===== src/rtl/wb_stage.sv =====
// wb_stage: write-back stage in front of the register file.
// Buffers MEM results in a small in-order FIFO, retires at most one entry per
// cycle onto the register file write port, and lets decode forward values that
// are still queued here.
// Optional feature macro: WB_INSTRET_EN adds the instret retire counter port.
module wb_stage #(
    parameter int DEPTH  = 2,
    parameter int DATA_W = 32,
    parameter int ADDR_W = 5,
    parameter int CNT_W  = 64
) (
    input  logic              clk,
    input  logic              rst_n,
    input  logic              inValid,
    output logic              inReady,
    input  logic              inWReg,
    input  logic [ADDR_W-1:0] inWAddr,
    input  logic [DATA_W-1:0] inWData,
    input  logic              stall,
    output logic              wEnable,
    output logic [ADDR_W-1:0] wAddr,
    output logic [DATA_W-1:0] wData,
    output logic              retire,
    input  logic [ADDR_W-1:0] r1Addr,
    output logic              r1Hit,
    output logic [DATA_W-1:0] r1Fwd,
    input  logic [ADDR_W-1:0] r2Addr,
    output logic              r2Hit,
    output logic [DATA_W-1:0] r2Fwd
`ifdef WB_INSTRET_EN
    ,
    output logic [CNT_W-1:0]  instret
`endif
);

    localparam int PTR_W = (DEPTH > 1) ? $clog2(DEPTH) : 1;
    localparam int CNT_QW = $clog2(DEPTH + 1);

    // Pointers wrap naturally only for power-of-two depths.
    if (DEPTH < 2 || (DEPTH & (DEPTH - 1)) != 0 || CNT_W < 1) begin : g_bad_param
        $error("wb_stage: DEPTH must be a power of 2 >= 2 and CNT_W >= 1");
    end

    logic              ent_wreg [DEPTH];
    logic [ADDR_W-1:0] ent_addr [DEPTH];
    logic [DATA_W-1:0] ent_data [DEPTH];

    logic [PTR_W-1:0]  head;
    logic [PTR_W-1:0]  tail;
    logic [CNT_QW-1:0] count;

    logic push;
    logic pop;
    logic nonempty;

    // Returns {hit, data} for the youngest valid queued write to address a.
    // Entries are scanned oldest to youngest so a later match overrides.
    function automatic logic [DATA_W:0] fwd_lookup(input logic [ADDR_W-1:0] a);
        logic [DATA_W:0]  res;
        logic [PTR_W-1:0] idx;
        res = '0;
        for (int i = 0; i < DEPTH; i++) begin
            idx = head + PTR_W'(i);
            if ((CNT_QW'(i) < count) && ent_wreg[idx] &&
                (ent_addr[idx] == a) && (a != '0)) begin
                res = {1'b1, ent_data[idx]};
            end
        end
        return res;
    endfunction

    // Handshake and write-port decode; accept is blocked while full even if a
    // pop happens in the same cycle, which keeps inReady free of the stall path.
    always_comb begin
        nonempty = (count != '0);
        inReady  = rst_n && (count < CNT_QW'(DEPTH));
        retire   = nonempty && !stall;
        push     = inValid && inReady;
        pop      = retire;
        wAddr    = nonempty ? ent_addr[head] : '0;
        wData    = nonempty ? ent_data[head] : '0;
        wEnable  = retire && ent_wreg[head] && (ent_addr[head] != '0);
    end

    // Forwarding lookup for decode port 1.
    always_comb begin
        {r1Hit, r1Fwd} = fwd_lookup(r1Addr);
    end

    // Forwarding lookup for decode port 2.
    always_comb begin
        {r2Hit, r2Fwd} = fwd_lookup(r2Addr);
    end

    // FIFO control: pointers and occupancy; reset drops all queued entries.
    always_ff @(posedge clk or negedge rst_n) begin
        if (!rst_n) begin
            head  <= '0;
            tail  <= '0;
            count <= '0;
        end else begin
            if (push) begin
                tail <= tail + 1'b1;
            end
            if (pop) begin
                head <= head + 1'b1;
            end
            case ({push, pop})
                2'b10:   count <= count + 1'b1;
                2'b01:   count <= count - 1'b1;
                default: count <= count;
            endcase
        end
    end

    // Entry storage; contents are only meaningful below count, so no reset.
    always_ff @(posedge clk) begin
        if (push) begin
            ent_wreg[tail] <= inWReg;
            ent_addr[tail] <= inWAddr;
            ent_data[tail] <= inWData;
        end
    end

`ifdef WB_INSTRET_EN
    logic [CNT_W-1:0] instret_q;

    // Retired-instruction counter, including non-writing entries; wraps freely.
    always_ff @(posedge clk or negedge rst_n) begin
        if (!rst_n) begin
            instret_q <= '0;
        end else if (retire) begin
            instret_q <= instret_q + 1'b1;
        end
    end

    assign instret = instret_q;
`endif

endmodule


===== config.mk =====
export PLATFORM = sky130hd
export DESIGN_NAME = wb_stage
export DESIGN_NICKNAME = d
export VERILOG_FILES = /design/src/rtl/wb_stage.sv
export SDC_FILE = /design/constraint.sdc
export NUM_CORES = 1
export LEC_CHECK = 0
export ABC_AREA = 1
export BUFFER_PORTS_ARGS = -buffer_cell sky130_fd_sc_hd__buf_2
export CAP_MARGIN = 20
export CORE_ASPECT_RATIO = 0.7
export CORE_MARGIN = 2
export CORE_UTILIZATION = 50
export DETAILED_ROUTE_END_ITERATION = 7
export PLACE_DENSITY_LB_ADDON = 0.08
export SYNTH_ARGS = -nofsm -noshare
export SYNTH_HDL_FRONTEND = slang
export SYNTH_SLANG_ARGS = --single-unit
export TNS_END_PERCENT = 1

===== constraint.sdc =====
create_clock -name clk -period 3 [get_ports clk]
set_input_delay 0.15 -clock clk [delete_from_list [all_inputs] [get_ports clk]]
set_output_delay 0.15 -clock clk [all_outputs]
set_load 0.02 [all_outputs]

==> metrics.md <==
| Metric | Value |
|---|---|
| Mapped cell area | `between 5000 and 6000 um^2` |
| GPL Wtd Cong | `0.969` |
| I/O Buffers | `around 160` |
| Layout net count | `~960` |
| CP Max Fanout | `24` |
| Lkg Pwr | `3.54 nW` |
| Area Growth Syn to Fin | `28.3%` |
| Worst min path class | `input port to flop` |
| Worst-Skew Late Latency | `about 340 ps` |
| Largest net degree at the start of global routing | `53` |
| Met2 Usage GRT | `0.446` |
| Max cap viols | `0` |
| Biggest area consumer among synthesized cells | `edfxtp_1` |
| Final ANT Viol Nets | `0` |
| Die area | `about 11000 um^2` |
| Post-Syn Instances | `between 700 and 800` |
| Worst Path Required | `2850 ps` |
| Clk slew on worst S/H paths | `about 60 ps` |
| Residual DRC count | `0` |
| CP cell instances | `inv_2 > nand2_1 > nand3_1 > nand2_1 > nor2_1 > nand2_1 > nor2_4 > buf_4 > nand3_1 > nand2_1 > buf_2` |
| Clock sinks | `80` |
| Total GRT Usage | `0.286` |
| Tcrit/Tclk final | `0.953` |
| Rows | `31` |
| Fill cells | `just under 900` |
| Yosys reg bits | `80` |
| Pre-antenna DRT Iters | `6` |
| Area share of the largest cell type after synthesis | `0.431` |
| Max VDD drop | `0.000582 V` |
| Initial antenna violation count | `0` |
| Most prevalent standard cell on the critical path | `nand2_1` |
| Drt total wl | `about 16 mm` |
| GR Layer Usage met1 | `0.392` |
| Starting DRT DRC Count | `between 500 and 600` |
| Post-Syn Nets | `788` |
| Commonest cells after routing, fill and taps aside | `nand2_1, buf_2, nand3_1` |
| First-pass GRT wire length | `about 26 mm` |
| Ports | `roughly 160` |
| GRT busiest layer | `met2` |
| Diode count | `0` |
| H-tree depth | `3` |
| YS warnings | `0` |
| Pwr Density | `approximately 830 nW/um^2` |
| Vias post-DR | `between 5000 and 6000` |
| Minimum clock period | `approximately 2900 ps` |
| CP startpoint kind | `flop` |
| Max Transition Viols Final | `0` |
| Num CTS Buffers | `9` |
| Worst-Margin Slew | `505 ps` |
| Yosys cell types | `26` |
| CTS tree | `yes` |
| Final setup vio count | `0` |
| Post-DR vias/cell | `about 5.5` |
| Fin. Hold Viols | `0` |
| Setup Crit Path Kind | `flop to output port` |
| RSZ-0062 raised after global routing | `yes` |
| Total gr overflow | `0` |
| Setup crit end kind | `output port` |
| CTS root buffer | `clkbuf_16` |
| Min Hold Slack | `between 10 and 15 ps` |
| Synth Area per Inst | `7.22 um^2` |
| Die Y-Extent | `between 90 and 100 um` |
| Worst clock skew | `between 6 and 7 ps` |
| Vias in the first global route | `about 5300` |
| Most common cell after layout, fill and taps aside | `nand2_1` |
| Seq/Total Area, Yosys | `0.450` |
| Fmax achieved | `350 MHz` |
| Slowest CP cell | `dfrtp_4` |
| Family with the most delay on the worst path | `simple AND/OR/NAND/NOR gates` |
| Routed wire per std cell | `between 15 and 20 um` |
| Placeable Area | `roughly 10000 um^2` |
| CTS max path bufs | `2` |
| CP bufs+invs | `3` |
| Finished Core Util | `0.658` |
| Slew margin rel. | `0.663` |
| DP HPWL | `11.3 mm` |
| Share of post-route cells with drive strength above 1 | `0.225` |
| CP arrival | `2710 ps` |
| Status | `completed` |
| Routing usage on met3 | `0.0756` |
| FF/Latch Area | `2390 um^2` |
| Die width | `127 um` |
| Initial Utilization | `0.513` |
| Top post-synthesis cells by area | `edfxtp_1, nand2_1, nand3_1` |
| Multi-input gate area | `about 2400 um^2` |
| Worst path max stage delay | `~600 ps` |
[final timing paths]
kind / end / start / depth (start not counted) / slack (ps)
max: r2Fwd[29] / head / 11 / 140
min in group asynchronous: tail / rst_n / 2 / 170
min: ent_addr[0][0] / inWAddr[0] / 1 / 10
max reg2reg: count[1] / count[0] / 7 / 1110
max in group asynchronous: head / rst_n / 2 / 2680
min reg2reg: count[0] / count[0] / 1 / 510
[final cells by class]
| cell class | instances | share of cell area |
|---|---|---|
| Tap cell | 132 | 0.0243 |
| Multi-Input combinational cell | 511 | 0.347 |
| Clock buffer | 13 | 0.0368 |
| Inverter | 94 | 0.0520 |
| Timing Repair Buffer | 207 | 0.183 |
| Sequential cell | 80 | 0.351 |
| Clock inverter | 3 | 0.00626 |
[sequential cells by signal (all words and copies together) (netlist names)]
signal    cells
head          1
ent_wreg      2
ent_addr     10
ent_data     64
count         2
tail          1
[routing by layer]
layer / vias to the layer above / wire [um]
met1: 2546 / 7010
met4: 0 / 303
met5: - / 0
met2: 358 / 7300
li1: 2753 / -
met3: 43 / 1730
[power breakdown]
group | leakage [nW] | total [mW] | switching, mW | internal, mW
Clock | 0.140 | 1.09 | 0.426 | 0.667
Combinational | 2.67 | 3.08 | 2.23 | 0.856
Sequential | 0.739 | 1.49 | 0.105 | 1.39
[cell usage after synthesis, drive strengths merged]
| library cell | n |
|---|---|
| a21oi | 2 |
| a31oi | 1 |
| and2 | 1 |
| buf | 23 |
| clkbuf | 25 |
| dfrtp | 4 |
| edfxtp | 76 |
| ha | 3 |
| inv | 94 |
| nand2 | 220 |
| nand3 | 120 |
| nand4 | 33 |
| nor2 | 56 |
| nor3 | 3 |
| o21ai | 68 |
| xnor2 | 2 |
| xor2 | 2 |
[worst reg2reg max path, stage by stage, from the launching register on]
cell and delay (ps):
dfrtp_1 390, inv_1 60, ha_1 250, buf_4 240
nor2_1 350, ha_1 340, nand2_1 80, o21ai_0 70
[timing repair]
item | in CTS | in global routing
hold buffers | 26 | 4
hold endpoints to repair | 53 | 8
resized for setup | 0 | 2
endpoints found under the setup margin | 0 | 16
buffers inserted | 0 | 0
[logic make-up after synthesis]
kind of cell | Yosys count | share of synthesized area
adders and majority gates | 3 | 0.00709
xor gates and xnor gates | 4 | 0.00662
buffers and inverters | 142 | 0.112
DFF | 80 | 0.450
and+or+nand+nor | 433 | 0.357
AOI/OAI and AO/OA | 71 | 0.0673
[metrics by stage]
step	instance area, um^2	TNS, ps	setup WS (ps)	power (mW)	cells
2_1_floorplan	5300	0	10.5	3.61	733
5_1_grt	6790	-43.8	-23.6	6.07	1040
3_5_place_dp	6190	0	526	4.52	994
4_1_cts	6750	0	145	5.64	1036
6_report	6790	0	142	5.67	1040
3_3_place_gp	6190	0	591	4.46	994
Note: power is estimated with default switching activity, not from simulation.
